$ cat config.mk
export PLATFORM = sky130hd
export DESIGN_NAME = ram_arbiter
export DESIGN_NICKNAME = d
export VERILOG_FILES = /design/src/rtl/ram_arbiter_pkg.sv /design/src/rtl/ram_arbiter.sv
export SDC_FILE = /design/constraint.sdc
export NUM_CORES = 1
export LEC_CHECK = 0
export BUFFER_PORTS_ARGS = -buffer_cell sky130_fd_sc_hd__buf_4
export CAP_MARGIN = 40
export CORE_AREA = 2 2 103 105
export CTS_CLUSTER_SIZE = 30
export DETAILED_ROUTE_END_ITERATION = 6
export DIE_AREA = 0 0 105 107
export MAX_ROUTING_LAYER = met4
export PLACE_DENSITY = 0.76
export SYNTH_ARGS = -nofsm -noshare
export SYNTH_HDL_FRONTEND = slang
export SYNTH_SLANG_ARGS = --single-unit
$ cat constraint.sdc
create_clock -name clock -period 2.3 [get_ports clock]
set_clock_uncertainty 0.1 [all_clocks]
set_input_delay 0.115 -clock clock [delete_from_list [all_inputs] [get_ports clock]]
set_output_delay 0.115 -clock clock [all_outputs]
set_load 0.1 [all_outputs]
$ cat src/rtl/ram_arbiter_pkg.sv
// ram_arbiter_pkg
// Shared definitions for the two-port RAM arbiter:
//   - FSM state encoding (IDLE, ACCESS, RESP)
//   - port index constants (PORT_A = CPU, PORT_B = I/O)
//   - round-robin winner selection helper
package ram_arbiter_pkg;

    localparam logic [1:0] IDLE   = 2'd0;
    localparam logic [1:0] ACCESS = 2'd1;
    localparam logic [1:0] RESP   = 2'd2;

    localparam logic PORT_A = 1'b0;
    localparam logic PORT_B = 1'b1;

    // A lone requester wins; on a tie the port that did not win last time wins.
    function automatic logic pick_winner(input logic req_a,
                                         input logic req_b,
                                         input logic last_grant);
        logic winner;
        if (req_a && req_b) begin
            winner = ~last_grant;
        end else if (req_a) begin
            winner = PORT_A;
        end else begin
            winner = PORT_B;
        end
        return winner;
    endfunction

endpackage

$ cat src/rtl/ram_arbiter.sv
// ram_arbiter
// Arbitrates a CPU port (a) and an I/O port (b) onto one single-ported RAM
// with asynchronous read data. Each access takes IDLE -> ACCESS -> RESP;
// a locked owner may chain RESP -> ACCESS for up to MAX_LOCK accesses.
// Ports:
//   clock, reset_n        : single clock, synchronous active-low reset
//   req/we/lock/addr/wdata_{a,b} : request inputs, held stable until ack
//   ack_{a,b}, rdata_{a,b}: one-cycle completion strobe and read data
//   gnt_{a,b}             : one-hot owner view, both 0 in IDLE
//   ram_*                 : RAM address/data/write-enable, ram_out read data
module ram_arbiter
    import ram_arbiter_pkg::*;
#(
    parameter int DATA_WIDTH = 32,
    parameter int ADDR_WIDTH = 14,
    parameter int MAX_LOCK   = 8
) (
    input  logic                  clock,
    input  logic                  reset_n,
    input  logic                  req_a,
    input  logic                  we_a,
    input  logic                  lock_a,
    input  logic [ADDR_WIDTH-1:0] addr_a,
    input  logic [DATA_WIDTH-1:0] wdata_a,
    output logic                  ack_a,
    output logic [DATA_WIDTH-1:0] rdata_a,
    input  logic                  req_b,
    input  logic                  we_b,
    input  logic                  lock_b,
    input  logic [ADDR_WIDTH-1:0] addr_b,
    input  logic [DATA_WIDTH-1:0] wdata_b,
    output logic                  ack_b,
    output logic [DATA_WIDTH-1:0] rdata_b,
    output logic                  gnt_a,
    output logic                  gnt_b,
    output logic [DATA_WIDTH-1:0] ram_data,
    output logic [ADDR_WIDTH-1:0] ram_read_addr,
    output logic [ADDR_WIDTH-1:0] ram_write_addr,
    output logic                  ram_we,
    input  logic [DATA_WIDTH-1:0] ram_out
);

    localparam int              LW        = (MAX_LOCK > 1) ? $clog2(MAX_LOCK) : 1;
    localparam logic [LW-1:0]   LOCK_LAST = LW'(MAX_LOCK - 1);

    logic [1:0]            state_r;
    logic [1:0]            state_nx_s;
    // last_grant_r doubles as the current owner while not in IDLE.
    logic                  last_grant_r;
    logic                  owner_nx_s;
    logic [LW-1:0]         lock_cnt_r;
    logic                  lock_clr_s;
    logic                  lock_inc_s;
    logic                  ack_a_r;
    logic                  ack_b_r;
    logic                  gnt_a_r;
    logic                  gnt_b_r;
    logic [DATA_WIDTH-1:0] rdata_a_r;
    logic [DATA_WIDTH-1:0] rdata_b_r;
    logic                  owner_req_s;
    logic                  owner_we_s;
    logic                  owner_lock_s;
    logic [ADDR_WIDTH-1:0] owner_addr_s;
    logic [DATA_WIDTH-1:0] owner_wdata_s;
    logic                  access_a_s;
    logic                  access_b_s;

    // Route the current owner's request inputs.
    always_comb begin
        if (last_grant_r == PORT_A) begin
            owner_req_s   = req_a;
            owner_we_s    = we_a;
            owner_lock_s  = lock_a;
            owner_addr_s  = addr_a;
            owner_wdata_s = wdata_a;
        end else begin
            owner_req_s   = req_b;
            owner_we_s    = we_b;
            owner_lock_s  = lock_b;
            owner_addr_s  = addr_b;
            owner_wdata_s = wdata_b;
        end
    end

    assign access_a_s = (state_r == ACCESS) && (last_grant_r == PORT_A);
    assign access_b_s = (state_r == ACCESS) && (last_grant_r == PORT_B);

    // Next-state, next-owner and lock counter control.
    always_comb begin
        state_nx_s = state_r;
        owner_nx_s = last_grant_r;
        lock_clr_s = 1'b0;
        lock_inc_s = 1'b0;
        case (state_r)
            IDLE: begin
                if (req_a || req_b) begin
                    state_nx_s = ACCESS;
                    owner_nx_s = pick_winner(req_a, req_b, last_grant_r);
                    lock_clr_s = 1'b1;
                end else begin
                    state_nx_s = IDLE;
                end
            end
            ACCESS: begin
                // Never aborted, even if req drops here.
                state_nx_s = RESP;
            end
            RESP: begin
                if (owner_req_s && owner_lock_s && (lock_cnt_r < LOCK_LAST)) begin
                    state_nx_s = ACCESS;
                    lock_inc_s = 1'b1;
                end else begin
                    state_nx_s = IDLE;
                end
            end
            default: begin
                state_nx_s = IDLE;
            end
        endcase
    end

    // RAM drive: only the owner in ACCESS touches the RAM; reset gates the write.
    always_comb begin
        if (state_r == ACCESS) begin
            ram_read_addr  = owner_addr_s;
            ram_write_addr = owner_addr_s;
            ram_data       = owner_wdata_s;
            ram_we         = owner_we_s & reset_n;
        end else begin
            ram_read_addr  = {ADDR_WIDTH{1'b0}};
            ram_write_addr = {ADDR_WIDTH{1'b0}};
            ram_data       = {DATA_WIDTH{1'b0}};
            ram_we         = 1'b0;
        end
    end

    // FSM state, owner and lock counter registers.
    always_ff @(posedge clock) begin
        if (!reset_n) begin
            state_r      <= IDLE;
            last_grant_r <= PORT_B;
            lock_cnt_r   <= {LW{1'b0}};
        end else begin
            state_r      <= state_nx_s;
            last_grant_r <= owner_nx_s;
            if (lock_clr_s) begin
                lock_cnt_r <= {LW{1'b0}};
            end else if (lock_inc_s) begin
                lock_cnt_r <= lock_cnt_r + LW'(1);
            end else begin
                lock_cnt_r <= lock_cnt_r;
            end
        end
    end

    // Registered ack and grant outputs; ack follows the ACCESS edge by one cycle.
    always_ff @(posedge clock) begin
        if (!reset_n) begin
            ack_a_r <= 1'b0;
            ack_b_r <= 1'b0;
            gnt_a_r <= 1'b0;
            gnt_b_r <= 1'b0;
        end else begin
            ack_a_r <= access_a_s;
            ack_b_r <= access_b_s;
            gnt_a_r <= (state_nx_s != IDLE) && (owner_nx_s == PORT_A);
            gnt_b_r <= (state_nx_s != IDLE) && (owner_nx_s == PORT_B);
        end
    end

    // Read data capture; ram_out is still the pre-write word at the ACCESS edge.
    always_ff @(posedge clock) begin
        if (!reset_n) begin
            rdata_a_r <= {DATA_WIDTH{1'b0}};
            rdata_b_r <= {DATA_WIDTH{1'b0}};
        end else begin
            if (access_a_s) begin
                rdata_a_r <= ram_out;
            end else begin
                rdata_a_r <= rdata_a_r;
            end
            if (access_b_s) begin
                rdata_b_r <= ram_out;
            end else begin
                rdata_b_r <= rdata_b_r;
            end
        end
    end

    assign ack_a   = ack_a_r;
    assign ack_b   = ack_b_r;
    assign gnt_a   = gnt_a_r;
    assign gnt_b   = gnt_b_r;
    assign rdata_a = rdata_a_r;
    assign rdata_b = rdata_b_r;

endmodule

### Word-level counts from Yosys, hierarchy flattened

Index checks and enable logic that the tools add are counted.

| storage, ports and cells | value |
|---|---|
| flip-flop bits (word level) | 74 |
| bits of input ports | 132 |
| output and inout bits | 129 |

| operators by class | value |
|---|---|
| mux-type cells | 19 |
| $add $sub $neg | 1 |
| bitwise logic cells | 4 |
| $lt $le $gt $ge | 1 |
| reduce and logical (&&, ||, !) cells | 11 |
| eq/ne operators | 2 |

Operators with widths:

| cell | count |
|---|---|
| $mux 32 | 2 |
| $mux 14 | 2 |
| $mux 1 | 14 |
| $logic_and 1x1->1 | 7 |
| $pmux 2 s3 | 1 |
| $add 3x1->3 const B | 1 |
| $lt 3x3->1 const B | 1 |
| $not 1->1 | 3 |
| $eq 2x1->1 const B | 1 |
| $eq 2x2->1 const B | 1 |
| $logic_not 2->1 | 1 |
| $reduce_bool 2->1 | 1 |
| $reduce_or 2->1 | 1 |
| $and 1x1->1 | 1 |
| $logic_or 1x1->1 | 1 |

### Depth between registers and ports, before layout

Gate-level depths: netlist (run 1).

| depth | value |
|---|---|
| depth after elaboration | 7 |
| mapped depth | 6 |
| depth with buffers taken out | 4 |

### Worst setup path after synthesis (run 1)

Ideal clock, no wire load.

| timing | value |
|---|---|
| path kind | register to output |
| start point | register state_r[0] |
| end point | output ram_write_addr[3] |
| arrival | 2643 ps |
| cell stages (with the launch flop) | 7 |
| required time | 2085 ps |
| path buffers | 4 |
| setup slack | -558 ps |
| cells stage by stage | dfxtp_1 buf_2 nand2b_1 buf_2 buf_2 nor2_1 buf_4 |

| between the ends | value |
|---|---|
| word-level cells in the longest chain between the ends | 2 |

Ends and longest elaborated chain:

| element | RTL line | source |
|---|---|---|
| start, declared | ram_arbiter.sv:46 | `logic [1:0] state_r;` |
| start signal, assigned | ram_arbiter.sv:144 | `state_r <= state_nx_s;` |
| $eq 2x1->1 | ram_arbiter.sv:124 | `if (state_r == ACCESS) begin` |
| $mux 14 | - |  |
| end, declared | ram_arbiter.sv:38 | `output logic [ADDR_WIDTH-1:0] ram_write_addr,` |

No other way between the ends.

### Worst setup path in the final report (run 1)

| timing | value |
|---|---|
| start point | register last_grant_r |
| end point | output ram_data[1] |

| between the ends | value |
|---|---|
| word-level cells in the longest chain between the ends | 2 |

Ends and longest elaborated chain:

| element | RTL line | source |
|---|---|---|
| start, declared | ram_arbiter.sv:49 | `logic last_grant_r;` |
| start signal, assigned | ram_arbiter.sv:145 | `last_grant_r <= owner_nx_s;` |
| $mux 32 | ram_arbiter.sv:70 | `if (last_grant_r == PORT_A) begin` |
| $mux 32 | ram_arbiter.sv:124 |  |
| end, declared | ram_arbiter.sv:36 | `output logic [DATA_WIDTH-1:0] ram_data,` |

No other way between the ends.

==> results of run 1 <==
## metal layers
metal	vias up	routed length [um]	global-route usage (%)
li1	2000	-	-
met1	1864	5480	27.7
met2	182	6930	40.6
met3	20	916	5.71
met4	0	284	7.33
met5	-	0	-
## repair_timing
action / CTS / global route
setup endpoints to repair: 5 / 44
hold buffers: 32 / 0
hold endpoints to repair: 64 / 0
resized for setup: 1 / 1
buffers inserted: 0 / 0
## through the flow
step	instances	area (sq um)	hold slack (ps)	TNS (ps)	power, W
5_1_grt	856	6360	55.0	0	0.00455
4_1_cts	856	6350	20.9	0	0.00441
6_report	856	6360	39.1	0	0.00438
3_5_place_dp	808	5810	281	0	0.00331
2_1_floorplan	449	3850	150	-191	0.00284
3_3_place_gp	808	5810	273	0	0.00330
## worst max-delay path: stages (launching register included)
cell	delay, ps
sky130_fd_sc_hd__dfxtp_4	620
sky130_fd_sc_hd__buf_12	260
sky130_fd_sc_hd__mux2i_1	370
sky130_fd_sc_hd__nor2_2	50
sky130_fd_sc_hd__buf_4	240
## logic make-up (layout without fill, tap and decap cells)
| logic type | Yosys count | in the layout | synth area share [%] |
|---|---|---|---|
| compound gates | 78 | 78 | 16.6 |
| mux | 50 | 50 | 13.5 |
| fa+ha+maj | 1 | 1 | 0.338 |
| flops | 74 | 74 | 40.0 |
| simple gates | 192 | 192 | 20.9 |
| buf+inv | 54 | 325 | 8.62 |
## layout make-up
cell class	instances	area (sq um)	area share, %
clock buffer	11	151	2.38
clock inverter	5	62.6	0.984
inverter	5	18.8	0.295
multi-input combinational	321	2070	32.5
sequential	74	1490	23.4
tap	136	170	2.68
timing repair buffer	304	2400	37.8
## sequential cells by signal, summed over array words and instances, names as in the netlist
name          count
gnt_b             1
last_grant_r      1
gnt_a             1
rdata_b          32
rdata_a          32
ack_b             1
ack_a             1
lock_cnt_r        3
state_r           2
## placed cells by master, fill, tap and decap left out, types with 2 or more instances in the layout
master,n
sky130_fd_sc_hd__buf_4,269
sky130_fd_sc_hd__clkinv_4,2
sky130_fd_sc_hd__inv_1,4
sky130_fd_sc_hd__clkinvlp_4,2
sky130_fd_sc_hd__dlygate4sd3_1,32
sky130_fd_sc_hd__a21boi_0,29
sky130_fd_sc_hd__a21boi_1,35
sky130_fd_sc_hd__nand3b_1,3
sky130_fd_sc_hd__dfxtp_1,73
sky130_fd_sc_hd__nand2_1,128
sky130_fd_sc_hd__nor2_4,9
sky130_fd_sc_hd__nor2_2,35
sky130_fd_sc_hd__buf_12,3
sky130_fd_sc_hd__nor2_1,7
sky130_fd_sc_hd__clkbuf_8,11
sky130_fd_sc_hd__mux2i_1,50
sky130_fd_sc_hd__o211ai_1,6
## how the worst max path moves through the flow
stage | endpoint | slack (ps) | depth (start not counted)
floorplan | ram_write_addr[3] | -190 | 6
global placement | ram_write_addr[6] | 380 | 4
detailed placement | lock_cnt_r[1] | 340 | 3
CTS | ram_write_addr[4] | 40 | 4
global route | ram_write_addr[1] | 80 | 4
finish | ram_data[1] | 200 | 4
## power breakdown
| group | leakage, nW | internal, W | total (W) | switching [W] |
|---|---|---|---|---|
| Combinational | 2.34 | 0.000538 | 0.00192 | 0.00139 |
| Sequential | 0.601 | 0.00134 | 0.00140 | 0.0000593 |
| Clock | 0.102 | 0.000564 | 0.00105 | 0.000488 |
| Total | 3.04 | 0.00245 | 0.00438 | 0.00193 |
==> flow_metrics.py, run 1 <==
metrics = {
    "placed_design": {
        "place.detailed.hpwl_um": 10300,
        "port_buffers": 260,
        "place_worst_setup_slack_ps": 339,
        "gp_congestion": 0.856,
    },
    "synth": {
        "synth_cells": 449,
        "synth_largest_area_cell": "sky130_fd_sc_hd__dfxtp_1",
        "postSynth.topFlopCell": "sky130_fd_sc_hd__dfxtp_1",
        "synth_seq_cells": 74,
        "avgSynthCellArea_sq_um": 8.24,
        "yosys_warnings": 0,
        "synth.cells.most_frequent": "sky130_fd_sc_hd__nand2_1 (128), sky130_fd_sc_hd__dfxtp_1 (74), sky130_fd_sc_hd__nor2_1 (51)",
        "netlist_area_sq_mm": 0.00370,
        "most_common_cell_in_the_synthesized_netlist": "sky130_fd_sc_hd__nand2_1",
        "synth_sequential_area_ratio_pct": 40.0,
        "syn-num-nets": 582,
        "leading_cell_types_by_total_area_after_synthesis": "sky130_fd_sc_hd__dfxtp_1 (40%), sky130_fd_sc_hd__mux2i_1 (14%), sky130_fd_sc_hd__nand2_1 (13%), sky130_fd_sc_hd__a21boi_1 (7.1%), sky130_fd_sc_hd__a21boi_0 (5.9%)",
        "synth_top_cell_area_share_pct": 40.0,
        "number_of_enable_type_register_cells_in_the_synthesized_netlist": 0,
        "asyncSetResetFlopFracSynth_pct": 0,
        "post_synth_num_cell_types": 32,
    },
    "detailed_routing": {
        "num_vias": 4066,
        "detail_route.drc_violations": 0,
        "drt.antenna.violating_nets": 0,
        "totalWireLength_um": 13600,
        "detailedRoute.firstIterationViolations": 228,
        "ratio_of_routed_vias_to_standard_cells": 4.75,
        "drtPass1Iterations": 5,
        "wl_per_cell_um": 15.9,
    },
    "power_and_ir_drop": {
        "peakVddDrop_v": 0.000319,
        "cellLeakagePower_nw": 3.04,
        "powerDensity_mw_per_mm2": 689,
    },
    "timing": {
        "worst_pin_slew_ps": 599,
        "fmax_mhz": 476,
        "post-route-worst-setup-slack_ps": 201,
        "rsz0062_at_grt": "false",
        "layout_worst_path_cycle_share_pct": 91.3,
        "report.final.slew_viol_count": 0,
        "hold_violations": 0,
        "timing.slew.headroom_pct": 60.0,
        "setup_viol": 0,
        "min_period_ps": 2100,
    },
    "die": {
        "die_height_um": 107,
        "row_count": 37,
        "ioPinCount": 261,
        "fp.coreArea_sq_mm": 0.0101,
        "die_width_um": 105,
        "initial_utilization_pct": 36.7,
        "dieArea_sq_mm": 0.0112,
    },
    "clock_tree": {
        "clkTransAtPathRegs_ps": 80,
        "cts-buffers-inserted": 9,
        "htree_levels": 3,
        "root_buffer": "sky130_fd_sc_hd__clkbuf_8",
        "clock_tree_buffer_depth": 2,
        "cts_num_sinks": 74,
        "clock_tree_from_tritoncts": "yes",
        "worst_skew_pair.late_latency_ps": 330,
    },
    "finish": {
        "synthToLayoutAreaGrowth_pct": 71.8,
        "n_antenna_cell": 0,
        "total_of_fill_cells_in_the_finished_design": 852,
        "final_core_util_pct": 63.0,
        "final_layout_size_suffix_gt1_share_pct": 47.2,
        "layout.nets": 848,
    },
    "grt": {
        "wire_length_of_the_first_global_routing_pass_um": 20300,
        "first_global_vias": 3891,
        "overflow": 0,
        "grt_max_degree": 74,
        "antenna_found_initial": 0,
        "grt_usage_pct": 23.8,
    },
    "worst_setup_path": {
        "timing.rr.start": "last_grant_r",
        "critPathMaxFanout": 27,
        "launch_point_of_the_worst_path": "last_grant_r",
        "crit_path_end_kind": "primary output",
        "worst_ep_required_time_ps": 2090,
        "r2r_setup_slack_ps": 540,
        "critical_path.reg2reg.endpoint": "lock_cnt_r[1]",
        "timing.critical_path.from_type": "flop",
        "worstSetupPathType": "reg -> out",
        "worstPathArrival_ps": 1880,
        "reg2regPathDepth": 3,
    },
    "hold_path": {
        "holdCritPathClass": "in -> reg",
        "holdPathStages": 3,
        "hold_path_sink": "state_r[1]",
        "hold_path_startpoint": "reset_n",
    },
    "outcome": {
        "status": "complete, no violations",
    },
    "flow_run": {
        "max-cap-violations": 0,
    },
}
Power figures use the tool's default switching activity.
==> run 2, diff against run 1 <==
- PLACE_DENSITY: 0.76 -> 0.69
==> run 2 against run 1 <==
Compared with the run above: global-route usage is 0.13 points higher; sequential power hardly changed; clock power is 13% lower; worst setup slack worse by 110 ps; critical path depth stayed put; critical path type unchanged; highest routed layer unchanged.
==> flow_metrics.py, run 2 (synthesis results as in run 1) <==
metrics = {
    "clock_tree": {
        "clock_tree_buffer_depth": 2,
        "postCtsResizedCells": 0,
        "clkTransAtPathRegs_ps": 70,
        "htree_levels": 3,
        "cts-buffers-inserted": 9,
        "postCtsSetupRepairBufs": 0,
        "clock_tree_from_tritoncts": "yes",
        "ctsHoldBuffers": 32,
        "cts_num_sinks": 74,
        "root_buffer": "sky130_fd_sc_hd__clkbuf_8",
        "worst_skew_pair.late_latency_ps": 350,
    },
    "finish": {
        "layout.nets": 848,
        "synthToLayoutAreaGrowth_pct": 70.2,
        "layout.cells.most_common": "sky130_fd_sc_hd__buf_4",
        "final_core_util_pct": 62.4,
        "final_layout_size_suffix_gt1_share_pct": 46.9,
        "total_of_fill_cells_in_the_finished_design": 892,
        "layout.cells.most_common_list": "sky130_fd_sc_hd__buf_4 (270), sky130_fd_sc_hd__nand2_1 (128), sky130_fd_sc_hd__dfxtp_1 (73), sky130_fd_sc_hd__mux2i_1 (50)",
        "n_antenna_cell": 0,
        "post_layout_nonfiller_instances": 855,
        "finish.instance_area_sq_mm": 0.00630,
    },
    "timing": {
        "rsz0062_at_grt": "false",
        "worst_pin_slew_ps": 600,
        "fmax_mhz": 453,
        "setup_viol": 0,
        "timing.slew.headroom_pct": 60.0,
        "tns_ps": 0,
        "min_period_ps": 2210,
        "hold_violations": 0,
        "report.final.slew_viol_count": 0,
        "layout_worst_path_cycle_share_pct": 96.0,
    },
    "worst_setup_path": {
        "crit_path_end_kind": "primary output",
        "worst_ep_required_time_ps": 2090,
        "timing.critical_path.from_type": "flop",
        "worstSetupPathType": "reg -> out",
        "worstPathArrival_ps": 1990,
        "critPathMaxFanout": 41,
    },
    "detailed_routing": {
        "ratio_of_routed_vias_to_standard_cells": 4.70,
        "drtPass1Iterations": 5,
        "detailedRoute.firstIterationViolations": 163,
        "drt.antenna.violating_nets": 0,
        "detail_route.drc_violations": 0,
        "totalWireLength_um": 13600,
        "num_vias": 4021,
        "wl_per_cell_um": 15.9,
    },
    "placed_design": {
        "gp_congestion": 0.854,
        "dpl.cell_count": 808,
        "place.detailed.hpwl_um": 10400,
        "placement.cell_area_sq_mm": 0.00581,
        "port_buffers": 260,
    },
    "hold_path": {
        "holdCritPathClass": "in -> reg",
    },
    "grt": {
        "grt_max_degree": 74,
        "antenna_found_initial": 0,
        "overflow": 0,
        "wire_length_of_the_first_global_routing_pass_um": 20300,
        "grt_usage_pct": 23.9,
        "first_global_vias": 3917,
    },
    "die": {
        "fp.coreArea_sq_mm": 0.0101,
        "dieArea_sq_mm": 0.0112,
        "row_count": 37,
        "die_height_um": 107,
        "die_width_um": 105,
        "ioPinCount": 261,
        "initial_utilization_pct": 36.7,
    },
    "outcome": {
        "status": "complete, no violations",
    },
    "power_and_ir_drop": {
        "total_power_w": 0.00423,
        "cellLeakagePower_nw": 3.02,
        "powerDensity_mw_per_mm2": 672,
        "peakVddDrop_v": 0.000427,
    },
    "flow_run": {
        "max-cap-violations": 0,
    },
}
==> run 2: worst max-delay path, cell delays in order (launching register included) <==
cell and delay (ps):
sky130_fd_sc_hd__dfxtp_2 590, sky130_fd_sc_hd__buf_12 330, sky130_fd_sc_hd__mux2i_1 410, sky130_fd_sc_hd__nor2_2 50, sky130_fd_sc_hd__buf_4 240
==> run 2: routing by layer <==
layer  global-route usage [%]  up-vias  share of wire (%)  routed length, um
met5                        -        -                  0                  0
met4                     6.86        0                1.4                187
met3                     4.92       14                6.1                834
met2                     41.2      158                 51               6880
met1                     28.3     1855                 42               5660
li1                         -     1994                  -                  -
==> run 2: layout make-up <==
cell class | instances | area (sq um) | share of cell area (%)
Clock inverter | 2 | 12.5 | 0.199
Inverter | 5 | 18.8 | 0.298
Sequential cell | 74 | 1480 | 23.5
Tap cell | 136 | 170 | 2.70
Multi-Input combinational cell | 321 | 2070 | 32.8
Clock buffer | 13 | 159 | 2.52
Timing Repair Buffer | 304 | 2390 | 37.9
==> run 2: per-stage QoR <==
stage / hold slack (ps) / setup slack, ps
floorplan: 150 / -191
global placement: 271 / 487
detailed placement: 280 / 453
CTS: 46.8 / 60.3
global route: 59.5 / 7.59
finish: 55.7 / 91.4
==> run 2: power by group <==
part	leakage [nW]	internal, W	switching, W
Clock	0.0855	0.000444	0.000469
Sequential	0.601	0.00134	0.0000516
Combinational	2.34	0.000534	0.00139
Total	3.02	0.00232	0.00191
==> run 2: final timing paths <==
| path | to | from | slack [ps] | depth (start not counted) |
|---|---|---|---|---|
| setup / recovery | ram_data[9] | last_grant_r | 90 | 4 |
| hold / removal | state_r[1] | reset_n | 60 | 3 |
| setup reg to reg | gnt_b | state_r[1] | 560 | 4 |
| hold reg to reg | rdata_a[27] | rdata_a[27] | 360 | 2 |
